## src/rtl/mcs4_pkg.sv

```systemverilog
// Shared definitions for the MCS-4 bus controller: phase encoding,
// default ROM address width and the nibble slots the core fills in A1..A3.
package mcs4_pkg;

   typedef enum logic [2:0] {
      PH_A1 = 3'd0,
      PH_A2 = 3'd1,
      PH_A3 = 3'd2,
      PH_M1 = 3'd3,
      PH_M2 = 3'd4,
      PH_X1 = 3'd5,
      PH_X2 = 3'd6,
      PH_X3 = 3'd7
   } phase_e;

   localparam int MCS4_ROM_AW = 12;

   // Bit offset of the nibble captured in each address phase
   localparam int NIB_SLOT_A1 = 0;
   localparam int NIB_SLOT_A2 = 4;
   localparam int NIB_SLOT_A3 = 8;

endpackage

```

## src/rtl/mcs4_phase_div.sv

```systemverilog
// Phase clock-enable divider. Produces one ce pulse every PHASE_DIV clocks;
// while the gate is active at the terminal count the counter parks there,
// so ce fires in the same clock the gate releases.
module mcs4_phase_div #(
   parameter int PHASE_DIV = 4
) (
   input  logic clk,
   input  logic rst_n,
   input  logic gate_i,
   output logic ce_o,
   output logic tc_o
);

   localparam int CW = $clog2(PHASE_DIV);
   localparam logic [CW-1:0] TC = CW'(PHASE_DIV - 1);

   logic [CW-1:0] div_cnt_q;
   logic [CW-1:0] div_cnt_d;

   assign tc_o = (div_cnt_q == TC);
   assign ce_o = tc_o && !gate_i;

   // Next count: wrap at terminal count unless gated, then hold
   always_comb begin
      div_cnt_d = div_cnt_q + CW'(1);
      if (tc_o) begin
         div_cnt_d = gate_i ? TC : '0;
      end
   end

   // Counter register
   always_ff @(posedge clk or negedge rst_n) begin
      if (!rst_n) begin
         div_cnt_q <= '0;
      end else begin
         div_cnt_q <= div_cnt_d;
      end
   end

endmodule

```

## src/rtl/mcs4_bus_ctrl.sv

```systemverilog
// MCS-4 bus controller: sequences the i4004 8-phase instruction cycle,
// holds the core in reset after power-up, fetches instruction bytes from a
// req/ack ROM port and returns them in M1/M2, with run/halt/step control.
// Optional instruction trace outputs are built when MCS4_TRACE_EN is defined.
module mcs4_bus_ctrl
   import mcs4_pkg::*;
#(
   parameter int PHASE_DIV  = 4,
   parameter int RST_PHASES = 64,
   parameter int ROM_AW     = MCS4_ROM_AW
) (
   input  logic              clk,
   input  logic              rst_n,
   input  logic              run,
   input  logic              step,
   output logic              cpu_ce,
   output logic              cpu_rst,
   input  logic [3:0]        cpu_dbus_out,
   output logic [3:0]        cpu_dbus_in,
   output logic              sync,
   output logic [2:0]        phase,
   output logic              halted,
   output logic              rom_req,
   output logic [ROM_AW-1:0] rom_addr,
   input  logic              rom_ack,
   input  logic [7:0]        rom_data
`ifdef MCS4_TRACE_EN
   ,
   output logic              trace_valid,
   output logic [ROM_AW-1:0] trace_addr,
   output logic [7:0]        trace_instr,
   output logic [15:0]       trace_cycles
`endif
);

   localparam int RCW = $clog2(RST_PHASES + 1);
   localparam logic [RCW-1:0] RST_LAST = RCW'(RST_PHASES - 1);

   phase_e                 phase_q;
   logic                   cpu_rst_q;
   logic [RCW-1:0]         rst_cnt_q;
   logic [7:0]             addr_q;
   logic [MCS4_ROM_AW-1:0] fetch_addr;
   logic [ROM_AW-1:0]      rom_addr_q;
   logic                   rom_req_q;
   logic [7:0]             instr_q;
   logic                   data_valid_q;
   logic                   step_pend_q;

   logic ce;
   logic tc;
   logic core_ce;
   logic ack_take;
   logic gate_m1;
   logic gate_x3;
   logic gate;

   // An ack only counts while a fetch is outstanding; it also lets M1 end in
   // the same clock, so the byte is never a clock late.
   assign ack_take = rom_ack && rom_req_q;
   assign gate_m1  = (phase_q == PH_M1) && !data_valid_q && !ack_take;
   assign gate_x3  = (phase_q == PH_X3) && !run && !step_pend_q;
   assign gate     = !cpu_rst_q && (gate_m1 || gate_x3);
   assign core_ce  = ce && !cpu_rst_q;

   mcs4_phase_div #(
      .PHASE_DIV(PHASE_DIV)
   ) u_div (
      .clk    (clk),
      .rst_n  (rst_n),
      .gate_i (gate),
      .ce_o   (ce),
      .tc_o   (tc)
   );

   // Phase sequencer: counts reset-hold phases with phase frozen at A1,
   // then advances the phase on every enable
   always_ff @(posedge clk or negedge rst_n) begin
      if (!rst_n) begin
         phase_q   <= PH_A1;
         cpu_rst_q <= 1'b1;
         rst_cnt_q <= '0;
      end else if (ce) begin
         if (cpu_rst_q) begin
            rst_cnt_q <= rst_cnt_q + RCW'(1);
            if (rst_cnt_q == RST_LAST) begin
               cpu_rst_q <= 1'b0;
            end
         end else begin
            phase_q <= phase_e'(phase_q + 3'd1);
         end
      end
   end

   // The full fetch address is the two stored nibbles plus whatever the
   // core is driving in A3, so rom_addr can load on the A3 enable itself
   always_comb begin
      fetch_addr                      = {4'h0, addr_q};
      fetch_addr[NIB_SLOT_A3 +: 4]    = cpu_dbus_out;
   end

   // Address capture, ROM handshake and fetched-byte latch
   always_ff @(posedge clk or negedge rst_n) begin
      if (!rst_n) begin
         addr_q       <= '0;
         rom_addr_q   <= '0;
         rom_req_q    <= 1'b0;
         instr_q      <= '0;
         data_valid_q <= 1'b0;
      end else begin
         if (core_ce) begin
            case (phase_q)
               PH_A1: addr_q[NIB_SLOT_A1 +: 4] <= cpu_dbus_out;
               PH_A2: addr_q[NIB_SLOT_A2 +: 4] <= cpu_dbus_out;
               PH_A3: begin
                  rom_addr_q <= ROM_AW'(fetch_addr);
                  rom_req_q  <= 1'b1;
               end
               PH_M2: data_valid_q <= 1'b0;
               default: ;
            endcase
         end
         if (ack_take) begin
            instr_q      <= rom_data;
            data_valid_q <= 1'b1;
            rom_req_q    <= 1'b0;
         end
      end
   end

   // Single-step request: armed by a step while not running, consumed when
   // the granted cycle leaves X3
   always_ff @(posedge clk or negedge rst_n) begin
      if (!rst_n) begin
         step_pend_q <= 1'b0;
      end else if (step && !run) begin
         step_pend_q <= 1'b1;
      end else if (core_ce && (phase_q == PH_X3)) begin
         step_pend_q <= 1'b0;
      end
   end

   // Byte return to the core: high nibble in M1, low nibble in M2
   always_comb begin
      cpu_dbus_in = 4'h0;
      case (phase_q)
         PH_M1:   cpu_dbus_in = instr_q[7:4];
         PH_M2:   cpu_dbus_in = instr_q[3:0];
         default: cpu_dbus_in = 4'h0;
      endcase
   end

   assign cpu_ce   = ce;
   assign cpu_rst  = cpu_rst_q;
   assign phase    = phase_q;
   assign sync     = (phase_q == PH_X3);
   assign halted   = tc && gate_x3 && !cpu_rst_q;
   assign rom_req  = rom_req_q;
   assign rom_addr = rom_addr_q;

`ifdef MCS4_TRACE_EN
   logic              trace_valid_q;
   logic [ROM_AW-1:0] trace_addr_q;
   logic [7:0]        trace_instr_q;
   logic [15:0]       trace_cycles_q;

   // Instruction trace: one record per completed fetch, plus a wrapping
   // count of finished instruction cycles
   always_ff @(posedge clk or negedge rst_n) begin
      if (!rst_n) begin
         trace_valid_q  <= 1'b0;
         trace_addr_q   <= '0;
         trace_instr_q  <= '0;
         trace_cycles_q <= '0;
      end else begin
         trace_valid_q <= core_ce && (phase_q == PH_M2);
         if (core_ce && (phase_q == PH_M2)) begin
            trace_addr_q  <= rom_addr_q;
            trace_instr_q <= instr_q;
         end
         if (core_ce && (phase_q == PH_X3)) begin
            trace_cycles_q <= trace_cycles_q + 16'd1;
         end
      end
   end

   assign trace_valid  = trace_valid_q;
   assign trace_addr   = trace_addr_q;
   assign trace_instr  = trace_instr_q;
   assign trace_cycles = trace_cycles_q;
`endif

endmodule
```

## config.mk

```make
export PLATFORM = sky130hd
export DESIGN_NAME = mcs4_bus_ctrl
export DESIGN_NICKNAME = d
export VERILOG_FILES = /design/src/rtl/mcs4_pkg.sv /design/src/rtl/mcs4_phase_div.sv /design/src/rtl/mcs4_bus_ctrl.sv
export SDC_FILE = /design/constraint.sdc
export NUM_CORES = 1
export LEC_CHECK = 0
export ABC_AREA = 1
export CORE_MARGIN = 1
export CORE_UTILIZATION = 56
export CTS_CLUSTER_SIZE = 16
export DETAILED_ROUTE_END_ITERATION = 10
export DONT_BUFFER_PORTS = 1
export GPL_TIMING_DRIVEN = 0
export PLACE_DENSITY = 0.73
export SLEW_MARGIN = 20
export SYNTH_ARGS = -nofsm -noshare
export SYNTH_HDL_FRONTEND = slang
export SYNTH_HIERARCHICAL = 1
export SYNTH_SLANG_ARGS = --single-unit
```

## constraint.sdc

```tcl
create_clock -name clk -period 2.2 [get_ports clk]
set_clock_uncertainty 0.2 [all_clocks]
set_input_delay 0.44 -clock clk [delete_from_list [all_inputs] [get_ports clk]]
set_output_delay 0.44 -clock clk [all_outputs]
set_load 0.02 [all_outputs]
```

Word level (Yosys, flattened, before mapping) --
Cells that the tools add are included.
Operators by class: add/subtract/negate cells 3, equal/unequal tests 7, multiplexer cells 13, bitwise logic cells 1, reduce and logical (&&, ||, !) cells 31
Operators by type and width (number):
- $reduce_and A2 Y1 | 7
- $logic_and A1 B1 Y1 | 12
- $mux W1 | 10
- $pmux W4 S2 | 1
- $reduce_bool A2 Y1 | 4
- $add A7 B1 Y7 const B | 1
- $eq A7 B6 Y1 const B | 1
- $eq A3 B2 Y1 const B | 2
- $eq A3 B3 Y1 const B | 2
- $logic_not A1 Y1 | 6
- $mux W2 | 2
- $add A3 B1 Y3 const B | 1
- $eq A3 B1 Y1 const B | 1
- $logic_not A3 Y1 | 1
- $add A2 B1 Y2 const B | 1
- $eq A2 B2 Y1 const B | 1
- $logic_or A1 B1 Y1 | 1
- $not A1 Y1 | 1
Storage, ports and cells: flip-flop bits (word level) 44, input port bits 17, output and inout port bits 24, word-level logic and storage cells 66

Longest topological paths before layout --
word-level depth 11, gate-level depth with buffers 13, mapped depth without buffers 13

Hierarchy --
Netlist, hierarchy kept.
By module, submodules not included:
- mcs4_bus_ctrl | times used 1, cells an instance 205, area each 1923.1 sq um, seq. area each 1052.3 sq um
- mcs4_phase_div | times used 1, cells an instance 9, area each 86.3 sq um, seq. area each 50.0 sq um

Least setup slack after synthesis --
OpenSTA, ideal clock, no wires.
kind reg2reg, start register phase_q[0], in the netlist phase[0], end register rst_cnt_q[3], library setup time 0.123 ns, data arrival time 2.360 ns, slack -0.482 ns, stages on the path, launching flop included 12, buffers on the path 0, cell sequence dfrtp_1 > ha_1 > ha_1 > inv_1 > nor2_1 > nand2_1 > a21oi_1 > nor2_1 > nand2_1 > nor2_4 > nand2_1 > xnor2_1
Between the ends: cells in the longest elaborated chain, start to end 8
Ends and longest elaborated chain:
- start, declared | RTL line mcs4_bus_ctrl.sv:39 | phase_e phase_q;
- start signal, assigned | RTL line mcs4_bus_ctrl.sv:90 | phase_q <= phase_e'(phase_q + 3'd1);
- $eq A3 B3 Y1
- net sync | RTL line mcs4_bus_ctrl.sv:20 | output logic sync,
- $logic_and A1 B1 Y1 (2 in a row) | RTL line mcs4_bus_ctrl.sv:62 | assign gate_x3 = (phase_q == PH_X3) && !run && !step_pend_q;
- $logic_or A1 B1 Y1 | RTL line mcs4_bus_ctrl.sv:63 | assign gate = !cpu_rst_q && (gate_m1 || gate_x3);
- $logic_and A1 B1 Y1 | RTL line mcs4_bus_ctrl.sv:63
- net gate | RTL line mcs4_bus_ctrl.sv:56 | logic gate;
- $logic_not A1 Y1 | RTL line mcs4_phase_div.sv:21 | assign ce_o = tc_o && !gate_i;
- $logic_and A1 B1 Y1 | RTL line mcs4_phase_div.sv:21
- net cpu_ce | RTL line mcs4_bus_ctrl.sv:16 | output logic cpu_ce,
- $reduce_and A2 Y1 (no line)
- end signal, assigned | RTL line mcs4_bus_ctrl.sv:85 | rst_cnt_q <= rst_cnt_q + RCW'(1);
- end, declared | RTL line mcs4_bus_ctrl.sv:41 | logic [RCW-1:0] rst_cnt_q;
The timed path passes the listed nets, and every way through them passes these cells. A chain may end at the register's enable or synchronous reset.

Final worst setup path --
start register phase_q[0], in the netlist phase[0], end output port cpu_ce
Between the ends: cells in the longest elaborated chain, start to end 7
Ends and longest elaborated chain (RTL line):
- $eq A3 B3 Y1
- net sync | mcs4_bus_ctrl.sv:20
- $logic_and A1 B1 Y1 (2 in a row) | mcs4_bus_ctrl.sv:62
- $logic_or A1 B1 Y1 | mcs4_bus_ctrl.sv:63
- $logic_and A1 B1 Y1 | mcs4_bus_ctrl.sv:63
- net gate | mcs4_bus_ctrl.sv:56
- $logic_not A1 Y1 | mcs4_phase_div.sv:21
- $logic_and A1 B1 Y1 | mcs4_phase_div.sv:21
- end, declared | mcs4_bus_ctrl.sv:16
The timed path passes the listed nets, and every way through them passes these cells.

==> results.ini <==
[place]
place_area_mm2 = 0.00210
hpwl_um = 2690
gp_congestion = 0.763
dp_cells = 260
portBuffers = 0
place_ws_ns = -0.207

[synthesis]
ys_ff_latch = 44
synth.distinct_cells = 27
ys_top_cells_by_area = dfrtp_1 (54%), nand2_1 (14%), o21ai_2 (5.2%)
yosysWarnings = 6
synthCells = 214
syn_nets = 239
synth_area_leader_cell = dfrtp_1
synthesis.area_mm2 = 0.00201
seq_area_frac_synth_pct = 54.9
avgSynthCellArea_um2 = 9.39
synth_top_cell_area_share_pct = 53.5

[outcome]
status = complete, but fails checks
failed_checks = setup timing

[global_route]
globalRoute.totalOverflow = 0
grt_pass1_wl_um = 6440
first_global_vias = 1473
antenna_found_initial = 0
use_met2_pct = 42.2
busiest_layer = met2
gr-usage-met3_pct = 9.52
gr-usage-all-layers_pct = 24.5
grt_max_degree = 45
grt_use_met1_pct = 27.0

[worst_setup_path]
path_buf_inv = 1
worstRegToRegCells = 13
r2r_start = phase[0]
cp_slowest_cell = dfrtp_2
worstPathRequired_ns = 1.56
cp.arrival_ns = 1.81
crit_end = cpu_ce
worst_setup_path_end_kind = output pin
cp_num_cells = 7
regToRegSetupSlack_ns = -0.20
startpoint = phase[0]
worstPathCellList = ha_4, ha_4, inv_4, nor2_4, nand2_2, a21oi_4, nor2_4
path_class = register to output pin
r2r-end = rom_addr[0]
cp_top_family = flip-flops
path_max_fanout = 5
slowest_delay_ns = 0.51
critPathLaunchType = register

[flow_run]
maxCapViolations = 0

[routing]
drc = 0
via_count = 1545
vias_per_cell = 5.31
post_drt_wl_per_cell_um = 15.4
dr.pass1.iters = 4
routed_wl_um = 4490
drtIter0Drc = 71
drtAntennaViolNets = 0

[timing]
max_slew_margin_pct = 80.9
period_share_pct = 111
max_freq_ghz = 0.408
finalSetupViolCount = 35
setup_ws_ns = -0.252
tightest_slew_ns = 0.286
period_needed_ns = 2.45
grt_setup_unrepaired = true
hold_viol_final = 0
final_max_slew_viol_count = 0

[clocking]
clkLatencyLatePin_ns = 0.36
clk_pin_slew_ns = 0.13
numCtsBuffers = 5
htreeDepth = 2
cts_buffer_depth = 2
cts_root_buffer = clkbuf_4
cts_sinks = 44
tritoncts = done

[cells_and_area]
antenna_cells = 0
layout.nets = 269
syn2layout_area_growth_pct = 29.8
final_cells = 291
fin_util_pct = 76.9
post-route-cell-area_mm2 = 0.00261
drive_gt1_share_pct = 31.0

[floorplan]
fp.dieArea_mm2 = 0.00383
die_x_um = 61.9
core_mm2 = 0.00339
fp.dieH_um = 61.9
ios = 41
row_count = 21
start_util_pct = 59.3

[power]
p_per_area_mw_per_mm2 = 622
power_leakage_nw = 1.22
peakVddDrop_mv = 0.485

[worst_hold_path]
min_path_type = primary input to register

## through the flow
step / setup TNS, ns / total power, mW / hold slack (ns)
after floorplan: 0 / 1.00 / -0.0556
after global placement: -2.03 / 1.02 / -0.0546
after detailed placement: -3.59 / 1.03 / -0.0545
after CTS: -2.76 / 1.62 / -0.0402
after global routing: -7.35 / 1.70 / 0.0249
final: -4.61 / 1.62 / 0.0548
## area by class of cell
class / count / area (um2)
flip-flops and latches: 44 / 1110
multi-input cells: 136 / 933
fillers: 209 / 782
repair buffers: 23 / 255
inverters: 31 / 124
clock buffers: 7 / 65.1
well taps: 46 / 57.6
plain buffers: 3 / 36.3
clock inverters: 1 / 30.0
## cell usage after synthesis
| library cell | instances |
|---|---|
| nand2_1 | 74 |
| dfrtp_1 | 43 |
| inv_1 | 27 |
| o21ai_0 | 13 |
| o21ai_2 | 12 |
| ha_1 | 8 |
| nand3_1 | 6 |
| nor2_1 | 4 |
| xnor2_1 | 3 |
| buf_6 | 2 |
| inv_2 | 2 |
| nand3_2 | 2 |
| nand3b_1 | 2 |
| nand4_1 | 2 |
| xor2_1 | 2 |
| a21oi_1 | 1 |
| a21oi_2 | 1 |
| a31oi_1 | 1 |
| buf_2 | 1 |
| clkinv_1 | 1 |
| dfstp_2 | 1 |
| inv_4 | 1 |
| mux2_2 | 1 |
| nand2_4 | 1 |
| nand3_4 | 1 |
| nor2_4 | 1 |
| o21ai_1 | 1 |
## worst min-delay path by stage
stage               startpoint            endpoint  slack [ns]  depth (start not counted)
2_1_floorplan            rst_n           addr_q[0]       -0.06                          0
3_3_place_gp             rst_n         step_pend_q       -0.05                          0
3_5_place_dp             rst_n  u_div/div_cnt_q[1]       -0.05                          0
4_1_cts                    run         step_pend_q       -0.04                          1
5_1_grt        cpu_dbus_out[2]        rom_addr[10]        0.02                          2
6_report       cpu_dbus_out[1]         rom_addr[9]        0.05                          2
## registers in the layout (all words and copies together), names as in the netlist
signal	cells
addr_q	8
cpu_rst	1
data_valid_q	1
instr_q	8
phase	3
rom_addr	12
rom_req	1
rst_cnt_q	7
step_pend_q	1
u_div/div_cnt_q	2
## logic make-up after synthesis
| logic type | share of synthesized area [%] |
|---|---|
| and+or+nand+nor | 20.4 |
| xor gates and xnor gates | 2.18 |
| adders and majority gates | 4.98 |
| AOI/OAI and AO/OA | 9.71 |
| DFF | 54.9 |
| buffers and inverters | 7.29 |
| muxes | 0.560 |
## timing repair
item	CTS	global route
setup endpoints to repair	32	35
buffers inserted	7	2
hold buffers	10	2
resized for setup	21	42
hold endpoints to repair	53	1
pin swaps	7	11
cloned	2	0
## where the power goes
part | switching, mW | internal (mW)
logic | 0.110 | 0.0552
clock network | 0.262 | 0.302
registers | 0.0327 | 0.860
## metal layers
metal	vias up	wire length (um)
li1	734	-
met1	755	1760
met2	41	2330
met3	15	227
met4	0	172
met5	-	0
## cell usage in the layout, fill, tap and decap left out, types with 5 or more instances in the layout
cell,count
buf_6,8
clkbuf_4,5
dfrtp_1,40
dlygate4sd3_1,11
inv_1,26
nand2_1,56
nand2_2,13
nand2_4,6
nand3_1,6
o21ai_1,13
o21ai_2,13
(Power assumes the default switching activity.)
==> patch: new RTL, same settings <==
`PHASE_DIV` is set to 4 in 2 places; all go to 8.
--- a/src/rtl/mcs4_phase_div.sv
+++ b/src/rtl/mcs4_phase_div.sv
@@ -4,3 +4,3 @@
 module mcs4_phase_div #(
-   parameter int PHASE_DIV = 4
+   parameter int PHASE_DIV = 8
 ) (
--- a/src/rtl/mcs4_bus_ctrl.sv
+++ b/src/rtl/mcs4_bus_ctrl.sv
@@ -7,3 +7,3 @@
 #(
-   parameter int PHASE_DIV  = 4,
+   parameter int PHASE_DIV  = 8,
    parameter int RST_PHASES = 64,
Formal check against the unedited RTL: not equivalent (Yosys sat finds a counterexample within 4 cycles, from zero or initial values and one cycle with rst_n low).
==> patch against the original RTL <==
  * The run still ends with negative setup slack left
  * Count of clock-buffer cells in the layout fell by 2
  * Final cell count rose by 1.7%
  * First-iteration DRC count rose by 13%
  * Core utilization rose by 2.8 points
  * Combinational power rose by 4%
  * Non-clock buffer count rose by 1
  * Power fell by 1.1%
  * Cell area rose by 4.5%
  * Setup slack got worse by 0.0027 ns
  * Synthesized area rose by 2.2%
  * Sequential cell count rose by 1
  * Routed wire length rose by 2.7%
  * Clock power fell by 7.4%
  * Largest cell class unchanged
  * Largest power group unchanged
==> patch: results (changes against the original RTL) <==
* Outcome: complete, but fails checks (unchanged)
* Failing checks: negative setup slack (unchanged)
* Endpoints failing setup at 32 (was 35)
* Synth unique cells at 26 (was 27)
* HPWL Detailed at 2.64 mm (was 2.69 mm)
* Detailed Route Iter0 Violations at 80 (was 71)
* Post-DR vias/cell at 5.37 (was 5.31)
* Most instantiated cells after synthesis: nand2_1 (76), dfrtp_1 (44), inv_1 (27) (was nand2_1 (74), dfrtp_1 (43), inv_1 (27))
* Largest net degree at the start of global routing at 46 (was 45)
* Placed cell count at 264 (was 260)
* Syn nets at 244 (was 239)
* Synth area leaders: dfrtp_1 (54%), nand2_1 (14%), ha_1 (5.5%), o21ai_2 (5.1%), inv_1 (4.9%) (was dfrtp_1 (54%), nand2_1 (14%), o21ai_2 (5.2%), inv_1 (5.0%), ha_1 (5.0%))
* Leak pwr at 0.00127 uW (was 0.00122 uW)
* Slack of the critical path at -0.255 ns (was -0.252 ns)
* Clk_lat worst skew at 0.38 ns (was 0.36 ns)
* Proportion of layout cells with a drive suffix above 1 at 0.340 (was 0.310)
* Worst-path maximum fanout at 4 (was 5)
* Total global-route track usage at 0.246 (was 0.245)
* Global-route wire length before repair at 7.34 mm (was 6.44 mm)
* Rel. slew slack at 0.797 (was 0.809)
* Gp weighted congestion at 0.823 (was 0.763)
* Avg WL per Cell at 15.6 um (was 15.4 um)
* Nets at 275 (was 269)
* Fillers at 215 (was 209)
* Post-Syn Area per Cell at 9.42 um^2 (was 9.39 um^2)
patch: changes by cell type after synthesis:
cell     before  now
dfrtp_1      43   44
ha_1          8    9
nand2_1      74   76
o21ai_0      13   14
o21ai_1       1    0
patch: routing by layer:
| layer | vias up | GRT usage | wire (um) |
|---|---|---|---|
| li1 | 750 | - | - |
| met1 | 773 | 0.291 | 1690 |
| met2 | 51 | 0.420 | 2470 |
| met3 | 15 | 0.0657 | 256 |
| met4 | 0 | 0.105 | 192 |
| met5 | - | 0 | 0 |
patch: kinds of logic after synthesis:
logic type | synth area share
simple gates | 0.203
xor+xnor | 0.0213
buf+inv | 0.0713
flops | 0.549
mux | 0.00548
fa+ha+maj | 0.0548
compound gates | 0.0950
patch: layout make-up:
class                      instances  area, um^2  area share
buffer                             3        35.0      0.0129
clock buffer                       5        37.5      0.0138
clock inverter                     3        46.3      0.0170
inverter                          31         126      0.0464
multi-input combinational        139         998       0.367
sequential                        45        1130       0.415
tap                               46        57.6      0.0211
timing repair buffer              24         292       0.107
patch: path summary, 6_finish.rpt:
| path | startpoint | endpoint | slack [ns] | cells after the start |
|---|---|---|---|---|
| worst max-delay path | phase[0] | halted | -0.25 | 7 |
| worst min-delay path | cpu_dbus_out[0] | rom_addr[8] | 0.04 | 2 |
| worst max register to register | phase[0] | rom_addr[6] | -0.22 | 13 |
| worst min register to register | instr_q[4] | instr_q[4] | 0.30 | 2 |
| max in group asynchronous | rst_n | cpu_rst | 1.18 | 2 |
| min in group asynchronous | rst_n | rst_cnt_q[6] | 0.37 | 2 |
patch: per-stage QoR:
step,hold WS (ns),utilization,setup TNS (ns),setup slack [ns],power (uW)
2_1_floorplan,-0.0556,-,0,0.0271,1020
3_3_place_gp,-0.0545,0.627,-1.82,-0.127,1040
3_5_place_dp,-0.0545,0.627,-2.82,-0.164,1050
4_1_cts,0.0245,0.765,-2.78,-0.228,1610
5_1_grt,0.0290,0.797,-6.74,-0.306,1670
6_report,0.0361,0.797,-4.14,-0.255,1600
patch: power breakdown:
part	switching, uW	internal [uW]	total (uW)
sequential	31.9	878	910
clock	281	240	522
combinational	111	60.7	172
patch: timing repair:
item                                   CTS  global route
gates cloned                             2             0
buffers inserted                         6             4
pin swaps                               12            11
endpoints found under the hold margin   54             0
setup endpoints to repair               32            38
hold buffers                            12             0
gates resized for setup                 46            27
